File: src/rtl/ram_pkg.sv
// Shared types and helpers for the parametrised Hack register-file RAM.
package ram_pkg;

    typedef enum logic {
        IDLE  = 1'b0,
        SWEEP = 1'b1
    } ram_state_t;

    // Address width that stays at least one bit for the smallest depths.
    function automatic int safe_clog2(input int n);
        return (n <= 2) ? 1 : $clog2(n);
    endfunction

endpackage

File: src/rtl/addr_decoder.sv
// One-hot word select for a depth that need not be a power of two,
// plus a flag telling whether the address maps onto a real word.
module addr_decoder
    import ram_pkg::*;
#(
    parameter int DEPTH  = 8,
    parameter int ADDR_W = safe_clog2(DEPTH)
) (
    input  logic [ADDR_W-1:0] addr,
    output logic [DEPTH-1:0]  sel,
    output logic              in_range
);

    localparam logic [ADDR_W:0] DEPTH_W = (ADDR_W + 1)'(DEPTH);

    // Decode the address; out-of-range addresses select no word.
    always_comb begin
        sel      = '0;
        in_range = ({1'b0, addr} < DEPTH_W);
        for (int i = 0; i < DEPTH; i++) begin
            sel[i] = (addr == ADDR_W'(i));
        end
    end

endmodule

File: src/rtl/ram_n_clr.sv
// Parametrised register-file RAM with a one-word-per-cycle hardware clear
// sweep and a registered out-of-range write flag.
module ram_n_clr
    import ram_pkg::*;
#(
    parameter  int DATA_W = 16,
    parameter  int DEPTH  = 8,
    localparam int ADDR_W = safe_clog2(DEPTH)
) (
    input  logic              clk,
    input  logic              rst_n,
    input  logic              load,
    input  logic [ADDR_W-1:0] address,
    input  logic [DATA_W-1:0] data_in,
    input  logic              clear,
    output logic [DATA_W-1:0] data_out,
    output logic              busy,
    output logic              addr_err
);

    localparam logic [ADDR_W-1:0] LAST_PTR = ADDR_W'(DEPTH - 1);
    localparam logic [ADDR_W:0]   DEPTH_W  = (ADDR_W + 1)'(DEPTH);

    ram_state_t               state_q, state_d;
    logic [ADDR_W-1:0]        ptr_q, ptr_d;
    logic                     addr_err_q, addr_err_d;

    logic                     sweep_s;
    logic                     wr_en_s;
    logic [ADDR_W-1:0]        wr_addr_s;
    logic [DATA_W-1:0]        wr_data_s;
    logic [DEPTH-1:0]         sel_s;
    logic                     wr_in_range_s;
    logic                     rd_ok_s;
    logic [DEPTH-1:0][DATA_W-1:0] mem_s;

    assign sweep_s   = (state_q == SWEEP);
    assign wr_addr_s = sweep_s ? ptr_q : address;
    assign wr_data_s = sweep_s ? {DATA_W{1'b0}} : data_in;
    // clear in IDLE takes priority over a coincident load.
    assign wr_en_s   = sweep_s | (load & ~clear);

    addr_decoder #(
        .DEPTH  (DEPTH),
        .ADDR_W (ADDR_W)
    ) u_dec (
        .addr     (wr_addr_s),
        .sel      (sel_s),
        .in_range (wr_in_range_s)
    );

    for (genvar gi = 0; gi < DEPTH; gi++) begin : g_word
        logic [DATA_W-1:0] word_q;

        // Storage word: written by a legal load or zeroed by the sweep.
        always_ff @(posedge clk or negedge rst_n) begin
            if (!rst_n) begin
                word_q <= '0;
            end else if (sel_s[gi] && wr_en_s) begin
                word_q <= wr_data_s;
            end
        end

        assign mem_s[gi] = word_q;
    end

    // Next-state logic for the clear sweep and the out-of-range flag.
    always_comb begin
        state_d    = state_q;
        ptr_d      = ptr_q;
        addr_err_d = 1'b0;
        case (state_q)
            IDLE: begin
                if (clear) begin
                    state_d = SWEEP;
                    ptr_d   = '0;
                end else begin
                    addr_err_d = load & ~wr_in_range_s;
                end
            end
            SWEEP: begin
                if (ptr_q == LAST_PTR) begin
                    state_d = IDLE;
                    ptr_d   = '0;
                end else begin
                    ptr_d = ptr_q + ADDR_W'(1);
                end
            end
            default: begin
                state_d = IDLE;
                ptr_d   = '0;
            end
        endcase
    end

    // Control registers.
    always_ff @(posedge clk or negedge rst_n) begin
        if (!rst_n) begin
            state_q    <= IDLE;
            ptr_q      <= '0;
            addr_err_q <= 1'b0;
        end else begin
            state_q    <= state_d;
            ptr_q      <= ptr_d;
            addr_err_q <= addr_err_d;
        end
    end

    assign rd_ok_s = ({1'b0, address} < DEPTH_W);

    // Zero-latency read; unmapped addresses read as zero.
    always_comb begin
        data_out = '0;
        if (rd_ok_s) begin
            data_out = mem_s[address];
        end else begin
            data_out = '0;
        end
    end

    assign busy     = sweep_s;
    assign addr_err = addr_err_q;

endmodule

File: config.mk
export PLATFORM = sky130hd
export DESIGN_NAME = ram_n_clr
export DESIGN_NICKNAME = d
export VERILOG_FILES = /design/src/rtl/ram_pkg.sv /design/src/rtl/addr_decoder.sv /design/src/rtl/ram_n_clr.sv
export SDC_FILE = /design/constraint.sdc
export NUM_CORES = 1
export LEC_CHECK = 0
export BUFFER_PORTS_ARGS = -buffer_cell sky130_fd_sc_hd__buf_2
export CAP_MARGIN = 10
export CORE_AREA = 2 2 119 110
export CTS_CLUSTER_DIAMETER = 40
export DETAILED_ROUTE_END_ITERATION = 8
export DIE_AREA = 0 0 121 112
export GPL_TIMING_DRIVEN = 0
export PLACE_DENSITY = 0.68
export RECOVER_POWER = 50
export SYNTH_ARGS = -nofsm -noshare
export SYNTH_HDL_FRONTEND = slang
export SYNTH_HIERARCHICAL = 1
export SYNTH_SLANG_ARGS = --single-unit
File: constraint.sdc
create_clock -name clk -period 3.2 [get_ports clk]
set_input_delay 0.16 -clock clk [delete_from_list [all_inputs] [get_ports clk]]
set_output_delay 0.16 -clock clk [all_outputs]
set_load 0.05 [all_outputs]
After elaboration in Yosys (flattened, before gate mapping):

Cells that the tools add are included.

* $add $sub $neg: 1
* $lt $le $gt $ge: 1
* equal/unequal tests: 9
* multiplexer cells: 10
* bitwise logic cells: 4
* reduce and logical (&&, ||, !) cells: 9

Operators with widths (number)
* $bmux 16 s3: 1
* $mux 16: 2
* $eq 3x3->1 const B: 5
* $mux 3: 3
* $logic_and 1x1->1: 8
* $eq 3x2->1 const B: 2
* $pmux 3 s2: 1
* $lt 3x4->1 const B: 1
* $add 3x1->3 const B: 1
* $eq 3x1->1 const B: 1
* $logic_not 3->1: 1
* $mux 1: 2
* $ne 2x2->1 const B: 1
* $not 1->1: 2
* $pmux 1 s2: 1
* $and 1x1->1: 1
* $or 1x1->1: 1

* register bits: 132
* output and inout port bits: 18
* word-level logic and storage cells: 44

Longest topological paths before layout:

Gate-level depths: netlist (run 1).

* depth after elaboration: 4
* depth in mapped cells: 7

Cells and area by module:

The synthesis (run 1) kept the hierarchy.

Modules (own cells, without submodules)
* ram_n_clr: times used 1, cells each 373, area each 6328.6 um^2
* addr_decoder: times used 1, cells each 10, area each 76.3 um^2

Worst setup path after synthesis (run 1):

Ideal clock, no wire load.

* kind: reg2reg
* start: register state_q (netlist: busy)
* end: register g_word[3].word_q[10]
* data arrival time: 2523 ps
* required time: 3075 ps
* setup slack: 553 ps
* cell stages (with the launch flop): 8
* path buffers: 3
* clock period less this slack: 2647 ps
* cells stage by stage: dfrtp_1 -> buf_2 -> clkbuf_1 -> mux2_2 -> and3b_2 -> a21boi_4 -> buf_6 -> mux2_2

* word-level cells in the longest chain between the ends: 3

RTL lines
* start, declared: line ram_n_clr.sv:24 `ram_state_t state_q, state_d;`
* start signal, assigned: line ram_n_clr.sv:103 `state_q <= state_d;`
* $mux 3: line ram_n_clr.sv:38 `assign wr_addr_s = sweep_s ? ptr_q : address;`
* via wr_addr_s[2]: line ram_n_clr.sv:30 `logic [ADDR_W-1:0] wr_addr_s;`
* $eq 3x2->1: line addr_decoder.sv:21 `sel[i] = (addr == ADDR_W'(i));`
* via sel_s[3]: line ram_n_clr.sv:32 `logic [DEPTH-1:0] sel_s;`
* $logic_and 1x1->1: line ram_n_clr.sv:59 `end else if (sel_s[gi] && wr_en_s) begin`
* end signal, assigned: line ram_n_clr.sv:60 `word_q <= wr_data_s;`
* end, declared: line ram_n_clr.sv:53 `logic [DATA_W-1:0] word_q;`

The timed path passes the listed nets, and every way through them passes these cells.
A chain may end at the register's enable or synchronous reset.

Worst setup path in the final report (run 1):

* start: register state_q (netlist: busy)
* end: register g_word[1].word_q[11]

* word-level cells in the longest chain between the ends: 3

RTL lines (line)
* $mux 3: ram_n_clr.sv:38
* via wr_addr_s[2]: ram_n_clr.sv:30
* $eq 3x1->1: addr_decoder.sv:21
* via sel_s[1]: ram_n_clr.sv:32
* $logic_and 1x1->1: ram_n_clr.sv:59
* end signal, assigned: ram_n_clr.sv:60
* end, declared: ram_n_clr.sv:53

The timed path passes the listed nets, and every way through them passes these cells.

==> run_results.csv, run 1 <==
group,metric,value,unit
status,outcome,"complete, but fails checks",
status,violations,"capacitance limit, slew limit",
worst_setup_path,cp_common_cell,"mux2_2",
worst_setup_path,crit_slowest_cell,"mux2_2",
final_layout,nFillCells,976,
final_layout,diodes,0,
grt,grt_usage,22.03,%
synth,yosysUniqueCellTypes,25,
grt,grt_overflow,0,
routing,first_pass_iters,4,
routing,remaining_drc_errors,0,
clock_network,cts_num_sinks,133,
clock_network,clk_pin_slew_worst_paths,0.05,ns
synth,syn_inst,383,
routing,avgViaCountPerCell,5.660,
final_layout,drive_gt1_share,53.86,%
pwr,power_leakage,0.003645,µW
worst_setup_path,cp-endpoint,"g_word[1].word_q[11]$_DFFE_PN0P_",
die,num_io_pins,41,
worst_hold_path,hold_class,"in -> reg",
worst_setup_path,cp_cell_sequence,"buf_2 > clkbuf_1 > mux2_2 > nor3b_1 > a21boi_4 > buf_6 > mux2_2",
routing,antenna_left,0,
clock_network,cts_resized,0,
die,core_area,12350,µm²
worst_setup_path,r2r_cells,7,
place,place_ws,0.3523,ns
final_layout,syn2layout_area_growth,15.37,%
timing,hold_viol_final,0,
grt,antenna_found_initial,0,
synth,avgSynthCellArea,16.72,µm²
timing,fmax,0.3522,GHz
timing,layout_setup_ws,0.3611,ns
pwr,swShare,32.46,%
place,place_hpwl,8.455,mm
worst_setup_path,critical_path_class,"reg -> reg",
die,dieArea,13550,µm²
routing,drtIter0Drc,194,
worst_setup_path,crit_required,3.49,ns
worst_setup_path,critPathLaunchType,"flip-flop",
synth,synth-seq-area-share,51.96,%
pwr,seqPwrFrac,35.3,%
worst_setup_path,worstSetupEndpointType,"flip-flop",
grt,grt_max_degree,107,
timing,skew,0.004748,ns
synth,synthTopCellsByArea,"dfrtp_1, mux2_2, mux4_1",
die,rows,39,
timing,finalSetupViolCount,0,
place,gp_congestion,0.7126,
timing,drv_slew,28,
timing,relSlewSlack,-8.818,%
pwr,vdd_ir_drop_max,494.2,µV
grt,grt_pass1_vias,3802,
synth,synth.ff_latch_count,133,
routing,routed_wl,13.39,mm
clock_network,numCtsBuffers,17,
final_layout,final_nets,466,
timing,tightest_slew,1.632,ns
worst_setup_path,cpPeakStageDelay,0.47,ns
synth,synthesis.area,6405,µm²
die,die_h,112,µm
run,cap_violations,1,
timing,rsz0062_at_grt,"no",
worst_setup_path,r2r_start,"busy$_DFF_PN0_",
clock_network,cts_setup_buffers,0,
timing,finalCriticalPeriod,2.839,ns
pwr,p_comb_share,37.3,%
clock_network,htree_levels,4,
worst_hold_path,hold_depth,2,
pwr,pwr_density_cell,913.0,nW/µm²
clock_network,cts_tree,"done",
synth,yosys_warnings,6,
routing,wl_per_cell,21.69,µm
die,initial_core_util,51.88,%
synth,synth_largest_area_cell,"dfrtp_1",
grt,grt_pass1_wl,21.87,mm
worst_setup_path,crit_arrival,3.13,ns
worst_setup_path,critPathLaunch,"busy$_DFF_PN0_",
pwr,p_int,4557,µW
clock_network,root_buffer,"clkbuf_16",
worst_setup_path,reg2reg_slack,0.36,ns
pwr,p_sw,2190,µW
worst_setup_path,r2r_end,"g_word[1].word_q[11]$_DFFE_PN0P_",
final_layout,utilization,59.86,%
synth,synth_nets,408,
worst_setup_path,cp_max_fo,10,
clock_network,cts_buffer_depth,2,
die,die_w,121,µm
timing,holdWs,0.02901,ns
pwr,p_clk_share,27.5,%
routing,vias,3492,
clock_network,clk_latency,0.41,ns
place,io_buffers,37,
timing,min_period_over_period,88.72,%
synth,netlist.area_leader.share,51.96,%
timing,tns,0,ns
-- critical path, delay by kind of cell (launching register included) --
| kind | cells | cell delay (ns) |
|---|---|---|
| AO/OA/AOI/OAI | 1 | 0.40 |
| buffers and inverters | 3 | 0.93 |
| flip-flops | 1 | 0.33 |
| multiplexers | 2 | 0.83 |
| AND/OR/NAND/NOR | 1 | 0.22 |
-- final cells by class --
cell class | count | area [µm²] | area share (%)
buffer | 24 | 205.2 | 2.777
clock buffer | 27 | 493.0 | 6.671
clock inverter | 4 | 70.07 | 0.9482
inverter | 2 | 7.507 | 0.1016
multi-input combinational | 224 | 2864 | 38.76
sequential | 133 | 3328 | 45.04
tap | 164 | 205.2 | 2.777
timing repair buffer | 39 | 216.5 | 2.929
-- state kept, by name (all words and copies together) (netlist names) --
register	count
busy	1
ptr_q	3
g_word.word_q	128
addr_err	1
-- per-layer routing --
layer / vias up / wire [µm] / part of all wire (%) / global-route usage, %
met2: 46 / 6503 / 49 / 34.12
li1: 1566 / - / - / -
met3: 19 / 315 / 2.4 / 3.689
met4: 0 / 229 / 1.7 / 7.674
met1: 1861 / 6338 / 47 / 31.71
met5: - / 0 / 0 / 0
-- what timing repair did --
action                                  4_1_cts  5_1_grt
endpoints found under the hold margin        27        0
endpoints found under the setup margin        0        0
hold buffers                                  1        0
-- cells in the final DEF (no fill, tap or decap), drive strengths merged, types with 3 or more instances in the layout --
| cell type | n |
|---|---|
| dfrtp | 133 |
| mux4 | 32 |
| mux2 | 147 |
| nor3b | 3 |
| buf | 53 |
| clkbuf | 36 |
| a21boi | 8 |
| nor2b | 16 |
| and3b | 3 |
-- how the worst min path moves through the flow --
stage	end	start
after global routing	ptr_q[1]$_DFFE_PN0P_	clear
after CTS	ptr_q[1]$_DFFE_PN0P_	clear
after floorplan	addr_err$_DFF_PN0_	rst_n
after global placement	ptr_q[1]$_DFFE_PN0P_	clear
final	ptr_q[1]$_DFFE_PN0P_	clear
after detailed placement	g_word[3].word_q[2]$_DFFE_PN0P_	rst_n
-- power groups by stage --
stage                     registers [µW]  logic [µW]  clock network (µW)
after CTS                           2380        2550                1890
after detailed placement            2400        2530                   0
after floorplan                     2340        1920                   0
final                               2380        2510                1850
after global placement              2360        2460                   0
after global routing                2440        2680                1980
-- Yosys cell counts --
library cell,count
and3_2,1
conb_1,1
buf_2,5
inv_1,2
nor3b_1,3
buf_6,14
dfrtp_1,133
o21ai_0,1
nor2_1,1
a21boi_4,8
nand2_1,2
buf_4,1
nand3_1,1
o31ai_1,1
a22o_1,1
ha_1,2
nor2b_1,16
nand2b_1,1
mux4_2,8
nor3_1,2
clkbuf_1,4
mux4_1,24
and3b_2,3
a21oi_1,1
mux2_2,147
-- cells by family after synthesis --
kind of cell | after synthesis | synth area share [%]
multiplexers | 179 | 38.50
flip-flops | 133 | 51.96
AND/OR/NAND/NOR | 30 | 3.008
buffers and inverters | 26 | 3.321
AO/OA/AOI/OAI | 12 | 2.754
adder cells (fa/ha/maj) | 2 | 0.3906
other | 1 | 0.05855
-- through the flow --
step | instance area (µm²) | instances | power, µW
3_3_place_gp | 6795 | 584 | 4827
6_report | 7390 | 617 | 6747
3_5_place_dp | 6829 | 585 | 4932
4_1_cts | 7402 | 617 | 6819
5_1_grt | 7390 | 617 | 7101
2_1_floorplan | 6405 | 383 | 4268
(Power assumes the default switching activity.)
==> run 2, diff against run 1 <==
Settings changed: ABC_AREA set to 1, CORE_AREA 2 2 119 110 to 2 2 121 111, DIE_AREA 0 0 121 112 to 0 0 123 113.
==> run_results.csv, run 2 <==
group,metric,value,unit
timing,hold_viol_final,0,
grt,met3_usage,5.897,%
final_layout,top_regs,"g_word.word_q (128), ptr_q (3)",
run,cap_violations,1,
routing,vias,5850,
place,place_ws,1.003,ns
pwr,pwr_density_cell,925.3,nW/µm²
synth,synth-seq-area-share,50.79,%
timing,rsz0062_at_grt,"no",
synth,synthTopCellsByArea,"dfrtp_1, nand2_1, o21ai_0",
grt,grt_usage,28.46,%
timing,finalCriticalPeriod,2.210,ns
timing,tightest_slew,1.596,ns
worst_setup_path,cp_num_buf_inv,3,
synth,synth_most_common_cell,"nand2_1",
grt,gr-usage-met2,42.28,%
worst_setup_path,critPathLaunchType,"flip-flop",
clock_network,numCtsBuffers,17,
routing,routed_wl,18.18,mm
timing,layout_setup_ws,0.9900,ns
synth,synth_xor_area_share,0,%
synth,synthesis.area,6553,µm²
grt,busiest_layer,"met2",
clock_network,cts_num_sinks,133,
place,dp_cells,1107,
clock_network,htree_levels,4,
routing,first_pass_iters,5,
routing,wl_per_cell,15.96,µm
synth,synth.ff_latch_count,133,
synth,synth_top_family_by_area,"simple AND/OR/NAND/NOR gates",
final_layout,syn2layout_area_growth,14.97,%
routing,remaining_drc_errors,0,
synth,synth-edff-count,0,
worst_setup_path,cp_max_fo,10,
routing,antenna_left,0,
final_layout,diodes,0,
worst_setup_path,crit_family,"compound AO/OA/AOI/OAI gates",
clock_network,cts_tree,"done",
grt,grt_pass1_wl,29.25,mm
status,outcome,"complete, but fails checks",
worst_hold_path,hold_class,"in -> reg",
synth,synthSimpleGateAreaFrac,26.66,%
die,rows,39,
die,die_h,113,µm
routing,drtIter0Drc,504,
die,dieArea,13900,µm²
final_layout,mostFrequentLayoutCell,"nand2_1",
clock_network,ctsHoldBuffers,1,
routing,avgViaCountPerCell,5.136,
clock_network,cts_buffer_depth,2,
die,initial_core_util,52.05,%
timing,fmax,0.4525,GHz
worst_hold_path,min-delay-start,"clear",
place,io_buffers,38,
final_layout,largest-register,"g_word.word_q",
synth,netlist.area_leader.share,50.79,%
worst_setup_path,crit_slowest_cell,"o21ai_0",
synth,avgSynthCellArea,7.248,µm²
timing,tns,0,ns
synth,synthMuxAreaShare,0,%
die,core_area,12590,µm²
worst_setup_path,critPathLaunch,"busy$_DFF_PN0_",
final_layout,final_nets,988,
timing,drv_slew,62,
worst_setup_path,cp_cell_sequence,"clkbuf_1 > o21ai_0 > inv_2 > nor2_1 > nand2_1 > clkbuf_1 > o21ai_0",
synth,ys_async_sr_fraction,100.0,%
final_layout,fin_cells,1139,
pwr,power_leakage,0.003831,µW
place,gp_congestion,0.8594,
clock_network,root_buffer,"clkbuf_16",
timing,finalSetupViolCount,0,
die,num_io_pins,41,
final_layout,final_cell_mix,"nand2_1, inv_1, dfrtp_1",
place,place_hpwl,12.56,mm
synth,yosys_warnings,6,
clock_network,cts_resized,0,
clock_network,clk_pin_slew_worst_paths,0.05,ns
worst_setup_path,crit_arrival,2.54,ns
synth,synth_flop_cell,"dfrtp_1",
grt,grt_overflow,0,
worst_setup_path,r2r_start,"busy$_DFF_PN0_",
synth,synth-compound-area-share,10.65,%
synth,syn_inst,904,
worst_setup_path,critical_path_class,"reg -> reg",
worst_setup_path,cpPeakStageDelay,0.54,ns
timing,skew,0.007373,ns
synth,yosys.area_share.adder,0.3819,%
synth,synth_top_cells_by_count,"nand2_1, inv_1, dfrtp_1",
grt,antenna_found_initial,0,
final_layout,largest_register_ffs,128,
pwr,vdd_ir_drop_max,629.2,µV
grt,grt_util_met1,41.85,%
worst_setup_path,crit_required,3.53,ns
grt,grt_pass1_vias,5484,
timing,min_period_over_period,69.06,%
synth,synth_nets,929,
worst_setup_path,worstSetupEndpointType,"flip-flop",
clock_network,clk_latency,0.43,ns
synth,yosysUniqueCellTypes,21,
timing,relSlewSlack,-6.371,%
status,violations,"capacitance limit, slew limit",
clock_network,cts_setup_buffers,0,
die,die_w,123,µm
synth,synth_largest_area_cell,"dfrtp_1",
grt,grt_max_degree,73,
final_layout,drive_gt1_share,10.05,%
run 2: cell count changes in the layout (fill, tap and decap cells not counted), moves of 27 or more:
cell / before / now
mux2_2: 147 / 0
o21ai_0: 1 / 127
buf_2: 37 / 64
nand2_1: 2 / 369
nand3_1: 1 / 64
inv_1: 2 / 136
run 2: layer usage:
metal / wire length (µm) / share of wire (%)
met5: 0 / 0
met1: 8450 / 46
met4: 323 / 1.8
met3: 1295 / 7.1
met2: 8113 / 45
run 2: power by group:
group          switching [µW]  internal [µW]
clock                     693           1130
combinational            1880            714
sequential                291           2270
run 2: worst paths after layout:
kind	endpoint	slack [ns]	depth (start not counted)
min in group asynchronous	ptr_q[1]$_DFFE_PN0P_	0.67	2
setup / recovery	g_word[7].word_q[9]$_DFFE_PN0P_	0.99	7
hold / removal	ptr_q[0]$_DFFE_PN0P_	0.12	3
max in group asynchronous	g_word[5].word_q[2]$_DFFE_PN0P_	1.49	3
setup reg to reg	g_word[7].word_q[9]$_DFFE_PN0P_	0.99	7
hold reg to reg	g_word[6].word_q[10]$_DFFE_PN0P_	0.48	2
run 2: area by class of cell:
class / instances / area (µm²)
fillers: 1246 / 5056
multi-input cells: 582 / 2474
plain buffers: 50 / 227.7
well taps: 164 / 205.2
clock inverters: 3 / 15.01
repair buffers: 40 / 225.2
clock buffers: 28 / 536.8
inverters: 139 / 521.8
flip-flops and latches: 133 / 3328
run 2: cell families (layout without fill, tap and decap cells):
kind of cell / after synthesis / count (layout)
simple gates: 443 / 443
buf+inv: 189 / 260
compound gates: 136 / 136
flops: 133 / 133
fa+ha+maj: 2 / 2
other cells: 1 / 1
run 2: worst reg2reg max path, stage by stage (launching register included):
cell and delay (ns):
dfrtp_1 0.39, clkbuf_1 0.22, o21ai_0 0.54, inv_2 0.10
nor2_1 0.13, nand2_1 0.17, clkbuf_1 0.31, o21ai_0 0.25
run 2: per-stage QoR:
stage / power, µW / hold slack, ns / instance area (µm²) / util (%)
final: 6970 / 0.1159 / 7533 / 59.84
after global routing: 7480 / 0.1418 / 7533 / 59.84
after CTS: 6981 / 0.1116 / 7543 / 59.92
after global placement: 5097 / 0.4648 / 6948 / 55.19
after detailed placement: 5149 / 0.1809 / 6982 / 55.46
after floorplan: 4326 / -0.1356 / 6553 / -
==> run 3, diff against run 2 <==
Clock period 3.2 ns to 2.04 ns, I/O delays scaled along.
==> run_results.csv, run 3 (same netlist as run 2, synthesis figures left out) <==
group,metric,value,unit
routing,wl_per_cell,16.00,µm
pwr,pwr_density_cell,1456,nW/µm²
final_layout,nFillCells,1239,
timing,finalCriticalPeriod,1.868,ns
clock_network,root_buffer,"clkbuf_16",
worst_setup_path,crit_required,1.94,ns
routing,first_pass_iters,5,
worst_setup_path,worstSetupEndpointType,"primary output",
timing,min_period_over_period,91.57,%
timing,hold_viol_final,0,
timing,skew,0.004888,ns
worst_hold_path,hold_class,"in -> reg",
final_layout,largest_register_ffs,128,
die,num_io_pins,41,
place,place_hpwl,12.56,mm
place,gp_congestion,0.8594,
final_layout,largest-register,"g_word.word_q",
final_layout,drive_gt1_share,10.97,%
grt,grt_pass1_vias,5484,
timing,drv_slew,62,
place,io_buffers,38,
timing,tightest_slew,1.568,ns
final_layout,final_cell_mix,"nand2_1, inv_1, dfrtp_1",
grt,antenna_found_initial,0,
clock_network,clk_pin_slew_worst_paths,0.05,ns
clock_network,numCtsBuffers,17,
clock_network,cts_tree,"done",
final_layout,final_nets,988,
timing,fmax,0.5353,GHz
die,core_area,12590,µm²
place,place_ws,-0.09915,ns
worst_setup_path,crit_arrival,1.77,ns
die,initial_core_util,52.05,%
status,outcome,"complete, but fails checks",
timing,rsz0062_at_grt,"no",
grt,grt_usage,28.46,%
routing,vias,5860,
final_layout,syn2layout_area_growth,15.07,%
routing,avgViaCountPerCell,5.145,
clock_network,clk_latency,0.42,ns
timing,finalSetupViolCount,0,
routing,drtIter0Drc,509,
place,dp_cells,1107,
clock_network,cts_buffer_depth,2,
die,die_w,123,µm
routing,remaining_drc_errors,0,
die,rows,39,
die,dieArea,13900,µm²
timing,relSlewSlack,-4.565,%
pwr,power_leakage,0.003849,µW
final_layout,top_regs,"g_word.word_q (128), ptr_q (3)",
die,die_h,113,µm
timing,layout_setup_ws,0.1720,ns
timing,tns,0,ns
clock_network,cts_num_sinks,133,
routing,routed_wl,18.23,mm
status,violations,"capacitance limit, slew limit",
worst_setup_path,critical_path_class,"in -> out",
final_layout,fin_cells,1139,
grt,grt_max_degree,73,
pwr,vdd_ir_drop_max,992.1,µV
clock_network,cts_setup_buffers,0,
worst_setup_path,critPathLaunchType,"primary input",
run,cap_violations,1,
clock_network,htree_levels,4,
grt,grt_pass1_wl,29.25,mm
worst_setup_path,cp_max_fo,10,
final_layout,mostFrequentLayoutCell,"nand2_1",
final_layout,diodes,0,
routing,antenna_left,0,
grt,grt_overflow,0,
-- run 3: changes by cell type in the layout (fill, tap and decap cells not counted), sizes merged --
cell and change:
buf +1, clkbuf -1
-- run 3: timing repair --
item | CTS | global route
hold buffers | 1 | 0
pin swaps | 0 | 0
resized for setup | 1 | 16
endpoints found under the setup margin | 46 | 62
hold endpoints to repair | 61 | 0
-- run 3: per-layer routing --
metal	up-vias	GRT usage, %	routed length, µm
met3	25	5.897	1222
met4	0	9.242	305
met1	2792	41.85	8595
li1	2878	-	-
met5	-	0	0
met2	165	42.28	8103
-- run 3: path summary, 6_finish.rpt --
check | endpoint | depth (start not counted) | slack [ns] | start
max | data_out[15] | 9 | 0.17 | address[0]
min | ptr_q[0]$_DFFE_PN0P_ | 3 | 0.06 | clear
max reg2reg | g_word[4].word_q[14]$_DFFE_PN0P_ | 9 | 0.21 | busy$_DFF_PN0_
min reg2reg | g_word[6].word_q[1]$_DFFE_PN0P_ | 2 | 0.48 | g_word[6].word_q[1]$_DFFE_PN0P_
max in group asynchronous | g_word[5].word_q[2]$_DFFE_PN0P_ | 3 | 0.36 | rst_n
min in group asynchronous | ptr_q[1]$_DFFE_PN0P_ | 2 | 0.60 | rst_n
-- run 3: worst max-delay path, cell delays in order --
cell	delay (ns)
buf_2	0.11
inv_1	0.28
clkbuf_1	0.60
nand2_1	0.12
nand3_1	0.13
nand2_1	0.06
nand2_1	0.06
nand2_1	0.09
buf_2	0.22
-- run 3: final cells by class --
cell class	count	area, µm²	share of cell area [%]
tap	164	205.2	2.722
inverter	139	521.8	6.920
buffer	50	237.7	3.153
clock inverter	3	15.01	0.1991
timing repair buffer	40	217.7	2.887
sequential	133	3328	44.14
clock buffer	28	536.8	7.119
multi-input combinational	582	2477	32.86
-- run 3: per-stage QoR --
step                      hold WS (ns)  power, µW  instance area [µm²]  util (%)
after floorplan                -0.1936       6786                 6553         -
after global placement          0.4648       7995                 6948     55.19
after detailed placement        0.1229       8077                 6982     55.46
after CTS                      0.05361      10950                 7543     59.92
after global routing           0.08380      11770                 7540     59.89
final                          0.05936      10980                 7540     59.89
-- run 3: where the power goes --
group	total [µW]	internal, µW	switching, µW	leakage [µW]
Clock	2850	1770	1090	0.000276
Combinational	4110	1150	2960	0.00176
Sequential	4010	3550	457	0.00182
